<file path="src/rtl/lcd_seq_pkg.sv">
// Shared definitions for the LCD script sequencer.
// Opcodes, controller register indices, FSM encoding.
package lcd_seq_pkg;

  localparam logic [1:0] OP_CMD  = 2'b00;
  localparam logic [1:0] OP_DATA = 2'b01;
  localparam logic [1:0] OP_DLY  = 2'b10;
  localparam logic [1:0] OP_END  = 2'b11;

  localparam int REG_SR   = 1;
  localparam int REG_ODR  = 2;
  localparam int REG_CMDR = 9;

  typedef enum logic [2:0] {
    S_IDLE,
    S_FETCH,
    S_DECODE,
    S_WR,
    S_WACK,
    S_PRD,
    S_RACK,
    S_DLY
  } state_t;

endpackage

</file>
<file path="src/rtl/lcd_seq_up_master.sv">
// up bus master leg: one-cycle wreq/rreq pulses,
// ack wait and ack timeout reported to the sequencer.
module lcd_seq_up_master
  import lcd_seq_pkg::*;
#(
  parameter int ADDRESS_WIDTH = 12,
  parameter int ACK_MAX       = 255
) (
  input  logic                     clk_i,
  input  logic                     rst_ni,
  input  logic                     wr_go_i,
  input  logic                     rd_go_i,
  input  logic                     wr_wait_i,
  input  logic                     rd_wait_i,
  input  logic [ADDRESS_WIDTH-1:0] waddr_i,
  input  logic [7:0]               wbyte_i,
  output logic                     ok_o,
  output logic                     timeout_o,
  output logic                     m_up_wreq,
  output logic [ADDRESS_WIDTH-1:0] m_up_waddr,
  output logic [31:0]              m_up_wdata,
  input  logic                     m_up_wack,
  output logic                     m_up_rreq,
  output logic [ADDRESS_WIDTH-1:0] m_up_raddr,
  input  logic                     m_up_rack
);

  localparam int CW = (ACK_MAX < 1) ? 1 : $clog2(ACK_MAX + 1);

  logic [CW-1:0] cnt_q;
  logic [CW-1:0] cnt_d;
  logic          ack;
  logic          waiting;

  assign waiting = wr_wait_i | rd_wait_i;
  assign ack     = (wr_wait_i & m_up_wack) | (rd_wait_i & m_up_rack);

  assign ok_o      = waiting & ack;
  assign timeout_o = waiting & ~ack & (cnt_q == CW'(ACK_MAX));

  // Requests exist only while the FSM sits in WR/PRD.
  assign m_up_wreq  = wr_go_i;
  assign m_up_waddr = wr_go_i ? waddr_i : '0;
  assign m_up_wdata = wr_go_i ? {24'd0, wbyte_i} : 32'd0;
  assign m_up_rreq  = rd_go_i;
  assign m_up_raddr = rd_go_i ? ADDRESS_WIDTH'(REG_SR) : '0;

  // Ack counter restarts on each request, runs while waiting.
  always_comb begin
    cnt_d = cnt_q;
    if (wr_go_i || rd_go_i) begin
      cnt_d = '0;
    end else if (waiting) begin
      cnt_d = cnt_q + 1'b1;
    end
  end

  // Ack counter register.
  always_ff @(posedge clk_i or negedge rst_ni) begin
    if (!rst_ni) begin
      cnt_q <= '0;
    end else begin
      cnt_q <= cnt_d;
    end
  end

endmodule

</file>
<file path="src/rtl/lcd_script_seq.sv">
// Script-driven master replaying LCD command/data/delay
// entries into the SPI LCD controller over the up bus.
module lcd_script_seq
  import lcd_seq_pkg::*;
#(
  parameter int ADDRESS_WIDTH = 12,
  parameter int SCRIPT_AW     = 8,
  parameter int DELAY_SCALE   = 1000,
  parameter int POLL_MAX      = 1023,
  parameter int ACK_MAX       = 255
) (
  input  logic                     up_clk,
  input  logic                     up_rstn,
  input  logic                     start,
  input  logic                     abort,
  output logic                     busy,
  output logic                     done,
  output logic                     error,
  output logic [SCRIPT_AW-1:0]     rom_addr,
  input  logic [15:0]              rom_data,
  output logic                     m_up_wreq,
  output logic [ADDRESS_WIDTH-1:0] m_up_waddr,
  output logic [31:0]              m_up_wdata,
  input  logic                     m_up_wack,
  output logic                     m_up_rreq,
  output logic [ADDRESS_WIDTH-1:0] m_up_raddr,
  input  logic [31:0]              m_up_rdata,
  input  logic                     m_up_rack
);

  localparam int PW = (POLL_MAX < 1) ? 1 : $clog2(POLL_MAX + 1);
  localparam int DW = 14 + $clog2(DELAY_SCALE + 1);

  state_t               state_q, state_d;
  logic [SCRIPT_AW-1:0] pc_q, pc_d;
  logic [7:0]           byte_q, byte_d;
  logic                 isdat_q, isdat_d;
  logic [PW-1:0]        poll_q, poll_d;
  logic [DW-1:0]        dcnt_q, dcnt_d;
  logic                 error_q, error_d;
  logic                 done_q, done_d;

  logic                 mst_ok;
  logic                 mst_to;
  logic [1:0]           op;
  logic                 unused_rdata;

  assign op           = rom_data[15:14];
  assign unused_rdata = ^m_up_rdata[31:2];

  assign busy     = (state_q != S_IDLE);
  assign done     = done_q;
  assign error    = error_q;
  assign rom_addr = pc_q;

  lcd_seq_up_master #(
    .ADDRESS_WIDTH(ADDRESS_WIDTH),
    .ACK_MAX      (ACK_MAX)
  ) u_mst (
    .clk_i     (up_clk),
    .rst_ni    (up_rstn),
    .wr_go_i   (state_q == S_WR),
    .rd_go_i   (state_q == S_PRD),
    .wr_wait_i (state_q == S_WACK),
    .rd_wait_i (state_q == S_RACK),
    .waddr_i   (isdat_q ? ADDRESS_WIDTH'(REG_ODR)
                        : ADDRESS_WIDTH'(REG_CMDR)),
    .wbyte_i   (byte_q),
    .ok_o      (mst_ok),
    .timeout_o (mst_to),
    .m_up_wreq (m_up_wreq),
    .m_up_waddr(m_up_waddr),
    .m_up_wdata(m_up_wdata),
    .m_up_wack (m_up_wack),
    .m_up_rreq (m_up_rreq),
    .m_up_raddr(m_up_raddr),
    .m_up_rack (m_up_rack)
  );

  // Next-state logic; abort overrides every transition.
  always_comb begin
    state_d = state_q;
    pc_d    = pc_q;
    byte_d  = byte_q;
    isdat_d = isdat_q;
    poll_d  = poll_q;
    dcnt_d  = dcnt_q;
    error_d = error_q;
    done_d  = 1'b0;
    case (state_q)
      S_IDLE: begin
        if (start) begin
          state_d = S_FETCH;
          pc_d    = '0;
          error_d = 1'b0;
        end
      end
      S_FETCH: begin
        state_d = S_DECODE;
      end
      S_DECODE: begin
        byte_d  = rom_data[7:0];
        isdat_d = (op == OP_DATA);
        case (op)
          OP_CMD, OP_DATA: state_d = S_WR;
          OP_DLY: begin
            if (rom_data[13:0] == 14'd0) begin
              state_d = S_FETCH;
              pc_d    = pc_q + 1'b1;
            end else begin
              state_d = S_DLY;
              dcnt_d  = DW'(rom_data[13:0]) * DW'(DELAY_SCALE);
            end
          end
          default: begin
            state_d = S_IDLE;
            done_d  = 1'b1;
          end
        endcase
      end
      S_WR: begin
        poll_d  = '0;
        state_d = S_WACK;
      end
      S_WACK: begin
        if (mst_ok) begin
          state_d = S_PRD;
        end else if (mst_to) begin
          state_d = S_IDLE;
          error_d = 1'b1;
        end
      end
      S_PRD: begin
        state_d = S_RACK;
      end
      S_RACK: begin
        if (mst_ok) begin
          if (m_up_rdata[1:0] == 2'b00) begin
            state_d = S_FETCH;
            pc_d    = pc_q + 1'b1;
          end else if (poll_q == PW'(POLL_MAX)) begin
            state_d = S_IDLE;
            error_d = 1'b1;
          end else begin
            poll_d  = poll_q + 1'b1;
            state_d = S_PRD;
          end
        end else if (mst_to) begin
          state_d = S_IDLE;
          error_d = 1'b1;
        end
      end
      S_DLY: begin
        dcnt_d = dcnt_q - 1'b1;
        if (dcnt_q == DW'(1)) begin
          state_d = S_FETCH;
          pc_d    = pc_q + 1'b1;
        end
      end
      default: state_d = S_IDLE;
    endcase
    if (abort) begin
      state_d = S_IDLE;
      done_d  = 1'b0;
    end
  end

  // Sequencer state and datapath registers.
  always_ff @(posedge up_clk or negedge up_rstn) begin
    if (!up_rstn) begin
      state_q <= S_IDLE;
      pc_q    <= '0;
      byte_q  <= '0;
      isdat_q <= 1'b0;
      poll_q  <= '0;
      dcnt_q  <= '0;
      error_q <= 1'b0;
      done_q  <= 1'b0;
    end else begin
      state_q <= state_d;
      pc_q    <= pc_d;
      byte_q  <= byte_d;
      isdat_q <= isdat_d;
      poll_q  <= poll_d;
      dcnt_q  <= dcnt_d;
      error_q <= error_d;
      done_q  <= done_d;
    end
  end

endmodule
</file>
<file path="config.mk">
export PLATFORM = sky130hd
export DESIGN_NAME = lcd_script_seq
export DESIGN_NICKNAME = d
export VERILOG_FILES = /design/src/rtl/lcd_seq_pkg.sv /design/src/rtl/lcd_seq_up_master.sv /design/src/rtl/lcd_script_seq.sv
export SDC_FILE = /design/constraint.sdc
export NUM_CORES = 1
export LEC_CHECK = 0
export CAP_MARGIN = 10
export CORE_MARGIN = 4
export CORE_UTILIZATION = 58
export CTS_CLUSTER_SIZE = 8
export DETAILED_ROUTE_END_ITERATION = 12
export GPL_TIMING_DRIVEN = 0
export PLACE_DENSITY = 0.95
export SLEW_MARGIN = 20
export SYNTH_ARGS = -nofsm -noshare
export SYNTH_HDL_FRONTEND = slang
export SYNTH_SLANG_ARGS = --single-unit
</file>
<file path="constraint.sdc">
create_clock -name up_clk -period 5 [get_ports up_clk]
set_input_delay 0.5 -clock up_clk [delete_from_list [all_inputs] [get_ports up_clk]]
set_output_delay 0.5 -clock up_clk [all_outputs]
set_load 0.05 [all_outputs]
</file>
==> out/qor.tcl <==
set qor(crit_path_frequent_cell) {fa_1}
set qor(power_mw) 3.48
set qor(synth_largest_type_area_fraction) 0.250
set qor(ffs_latches_synth) 64
set qor(syn2layout_area_growth_pct) 19.4
set qor(synth-edff-count) 0
set qor(detailedRoute.firstPassIterationCount) 5
set qor(drtAntennaViolNets) 0
set qor(hpwl_after_detailed_placement_um) 11300
set qor(maxSlewViolCount) 0
set qor(synth-xor-area-share) 0.0342
set qor(tritoncts) {built}
set qor(power.ir.vdd_worst_mv) 0.262
set qor(complex_gate_fraction_of_the_synthesized_area) 0.141
set qor(row_count) 38
set qor(path_delay_family) {adder cells}
set qor(classification_of_the_worst_slack_hold_path) {reg -> reg}
set qor(outcome) {completed}
set qor(synth.largest_area_cell) {dfrtp_1}
set qor(die_x_um) 113
set qor(post_route_cells_drive_above_1_share) 0.138
set qor(kind_of_start_point_of_the_critical_path) {input port}
set qor(maxCapViolations) 0
set qor(post-place-ws_ns) -0.683
set qor(most_used_flip_flop_cell_after_synthesis) {dfrtp_1}
set qor(synth.yosys.seq_area_share) 0.250
set qor(power_per_cell_area_nw_per_um2) 455
set qor(synth_common_cells) {inv_1, dfrtp_1, ha_1, nand2_1, o21ai_0}
set qor(clock_tree.buffer_depth) 2
set qor(hold_path_end) {byte_q[5]}
set qor(insertedDiodeCount) 0
set qor(post_synth_instance_area_sq_um) 6410
set qor(stdcell_count) 967
set qor(place.gp.congestion) 0.886
set qor(initial_utilization) 0.591
set qor(globalRouteTotalUtil) 0.231
set qor(hold_slack_ns) 0.472
set qor(rsz_0062_raised_after_global_routing) {false}
set qor(crit_required_ns) 5.23
set qor(postSynthCellCount) 714
set qor(layout.core_utilization) 0.706
set qor(critical_path.reg2reg.startpoint) {state_q[0]}
set qor(slowest_stage) {clkdlybuf4s50_1}
set qor(r2r_setup_slack_ns) 2.25
set qor(yosys.area_share.adder) 0.263
set qor(path_cells) {clkdlybuf4s50_1, inv_2, fa_1, fa_1, inv_1, fa_1, inv_1, fa_1, inv_1, ha_2, a21oi_4, o21ai_1, a221o_1, or4_1, and3_1}
set qor(cp_slowest_stage_delay_ns) 0.54
set qor(synth-async-reset-ratio) 1.00
set qor(post-route-drc-count) 0
set qor(min_from) {byte_q[5]}
set qor(numClockSinks) 64
set qor(timing.critical_path.arrival_ns) 5.10
set qor(worstHoldPathCells) 2
set qor(dieHeight_um) 113
set qor(vias) 5598
set qor(power_leakage_nw) 3.69
set qor(period_minus_slack_ns) 4.87
set qor(post_synth_mux_area_share) 0.0162
set qor(pin_count) 123
set qor(clk_latency_ns) 0.35
set qor(max_freq_ghz) 0.205
set qor(hold_viol) 0
set qor(timing.reg2reg.worst_path_depth) 7
set qor(viasPerCell) 5.79
set qor(main_combinational_cell_family_by_area_after_synthesis) {adder cells}
set qor(regToRegEndpoint) {dcnt_q[10]}
set qor(wire_per_inst_um) 15.5
set qor(path_clk_slew_ns) 0.07
set qor(synth.avg_cell_area_sq_um) 8.98
set qor(numPortBuffers) 48
set qor(place_inst) 946
set qor(critPathBufInv) 5
set qor(cts-htree-levels) 3
set qor(ys_top_cells_by_area) {dfrtp_1, fa_1, ha_1, buf_4, inv_1}
set qor(tightestPinTransition_ns) 0.844
set qor(globalRouteOverflowTotal) 0
set qor(yosys.area_share.simple) 0.178
set qor(layout.nets) 983
set qor(worstSetupEndpointType) {flop}
set qor(layout_worst_path_cycle_share) 0.974
set qor(grt_first_pass_wirelength_um) 24500
set qor(cp_max_fo) 6
set qor(die-area_sq_um) 12800
set qor(setup_ws_ns) 0.128
set qor(yosys.cell_count.top_type) {inv_1}
set qor(via_count_of_the_first_global_routing_pass) 5308
set qor(grt_max_degree) 60
set qor(setup_viol) 0
set qor(yosys_warnings) 0
set qor(total_wire_length_after_detailed_routing_um) 15000
set qor(slew_headroom) 0.432
set qor(std_cell_core_area_sq_um) 10800
set qor(cts-root-buf) {clkbuf_8}
set qor(worst-setup-path-type) {in -> reg}
set qor(antenna_violations_before_repair) 0
set qor(synthDistinctLibCells) 68
set qor(first_iter_violations) 547
set qor(timing.clock.skew_ns) 0.0137
set qor(numCtsBuffers) 9
cell usage in the layout, fill, tap and decap left out, types with 4 or more instances in the layout:
cell type and instances:
a21o_1 5, a21oi_1 24, a31oi_1 4, and2_1 4, and3_1 23, buf_4 51
clkbuf_1 18, clkbuf_8 10, clkdlybuf4s50_1 40, conb_1 44, dfrtp_1 64, dlymetal6s2s_1 7
fa_1 46, ha_1 56, ha_2 4, inv_1 69, inv_2 10, mux2i_1 7
nand2_1 53, nand2b_1 6, nand3_1 21, nand4_1 12, nor2_1 42, nor2b_1 6
nor3_1 8, nor4_1 9, o211ai_1 9, o21ai_0 51, o311ai_0 4, o31ai_1 7
or3_1 5, xnor2_1 9, xor2_1 16
worst max path at each step:
stage / from / slack (ns) / cells past startpoint / end
final: rom_data[8] / 0.13 / 15 / dcnt_q[23]
after global routing: rom_data[8] / 0.0009 / 15 / dcnt_q[23]
after CTS: rom_data[7] / 0.006 / 15 / dcnt_q[23]
after detailed placement: rom_data[7] / -0.68 / 15 / dcnt_q[23]
after global placement: rom_data[7] / -0.52 / 15 / dcnt_q[23]
after floorplan: rom_data[8] / 0.33 / 14 / dcnt_q[23]
state kept, by name, indices dropped and copies added (netlist names):
name and flops:
byte_q 8, isdat_q 1, error 1, state_q 3
u_mst.cnt_q 8, poll_q 10, rom_addr 8, done 1
dcnt_q 24
worst reg2reg max path: stages (launching register included):
cell	delay, ns
dfrtp_1	0.45
clkbuf_1	0.24
nor3b_1	0.33
o2111a_1	0.38
clkbuf_1	0.44
clkbuf_1	0.53
nand2_1	0.14
o311ai_0	0.13
where the power goes:
group          internal (mW)  leakage, nW  switching [mW]
Sequential             0.673        0.822           0.161
Combinational          0.846         2.75            1.24
Clock                  0.347        0.123           0.211
layer usage:
| layer | GRT usage | up-vias | share of wire |
|---|---|---|---|
| li1 | - | 2605 | - |
| met1 | 0.297 | 2681 | 0.40 |
| met2 | 0.389 | 265 | 0.50 |
| met3 | 0.0417 | 47 | 0.074 |
| met4 | 0.0889 | 0 | 0.026 |
| met5 | 0 | - | 0 |
cells by family (layout without fill, tap and decap cells):
kind of cell,count (synthesis),count (layout)
XOR/XNOR,25,25
buffers and inverters,149,219
multiplexers,10,10
AO/OA/AOI/OAI,141,141
other,1,44
AND/OR/NAND/NOR,217,217
adder cells (fa/ha/maj),107,107
flip-flops,64,64
through the flow:
| step | cell area, sq um | setup TNS (ns) |
|---|---|---|
| after floorplan | 6570 | 0 |
| after global placement | 7230 | -1.92 |
| after detailed placement | 7250 | -2.78 |
| after CTS | 7530 | 0 |
| after global routing | 7650 | 0 |
| final | 7650 | 0 |
final cells by class:
| type | instances | area (sq um) |
|---|---|---|
| clock inverter | 6 | 115 |
| sequential | 64 | 1600 |
| clock buffer | 10 | 138 |
| fill | 760 | 3190 |
| tap | 140 | 175 |
| multi-input combinational | 544 | 4300 |
| inverter | 81 | 310 |
| buffer | 68 | 448 |
| timing repair buffer | 54 | 563 |
repair_timing:
| item | CTS | global route |
|---|---|---|
| endpoints found under the setup margin | 5 | 6 |
| hold buffers | 1 | 0 |
| gates resized for setup | 9 | 27 |
| buffers inserted | 0 | 4 |
| pin swaps | 2 | 4 |
| gates cloned | 0 | 0 |
| endpoints found under the hold margin | 5 | 0 |
No activity file was read; power rests on OpenSTA's default activity.
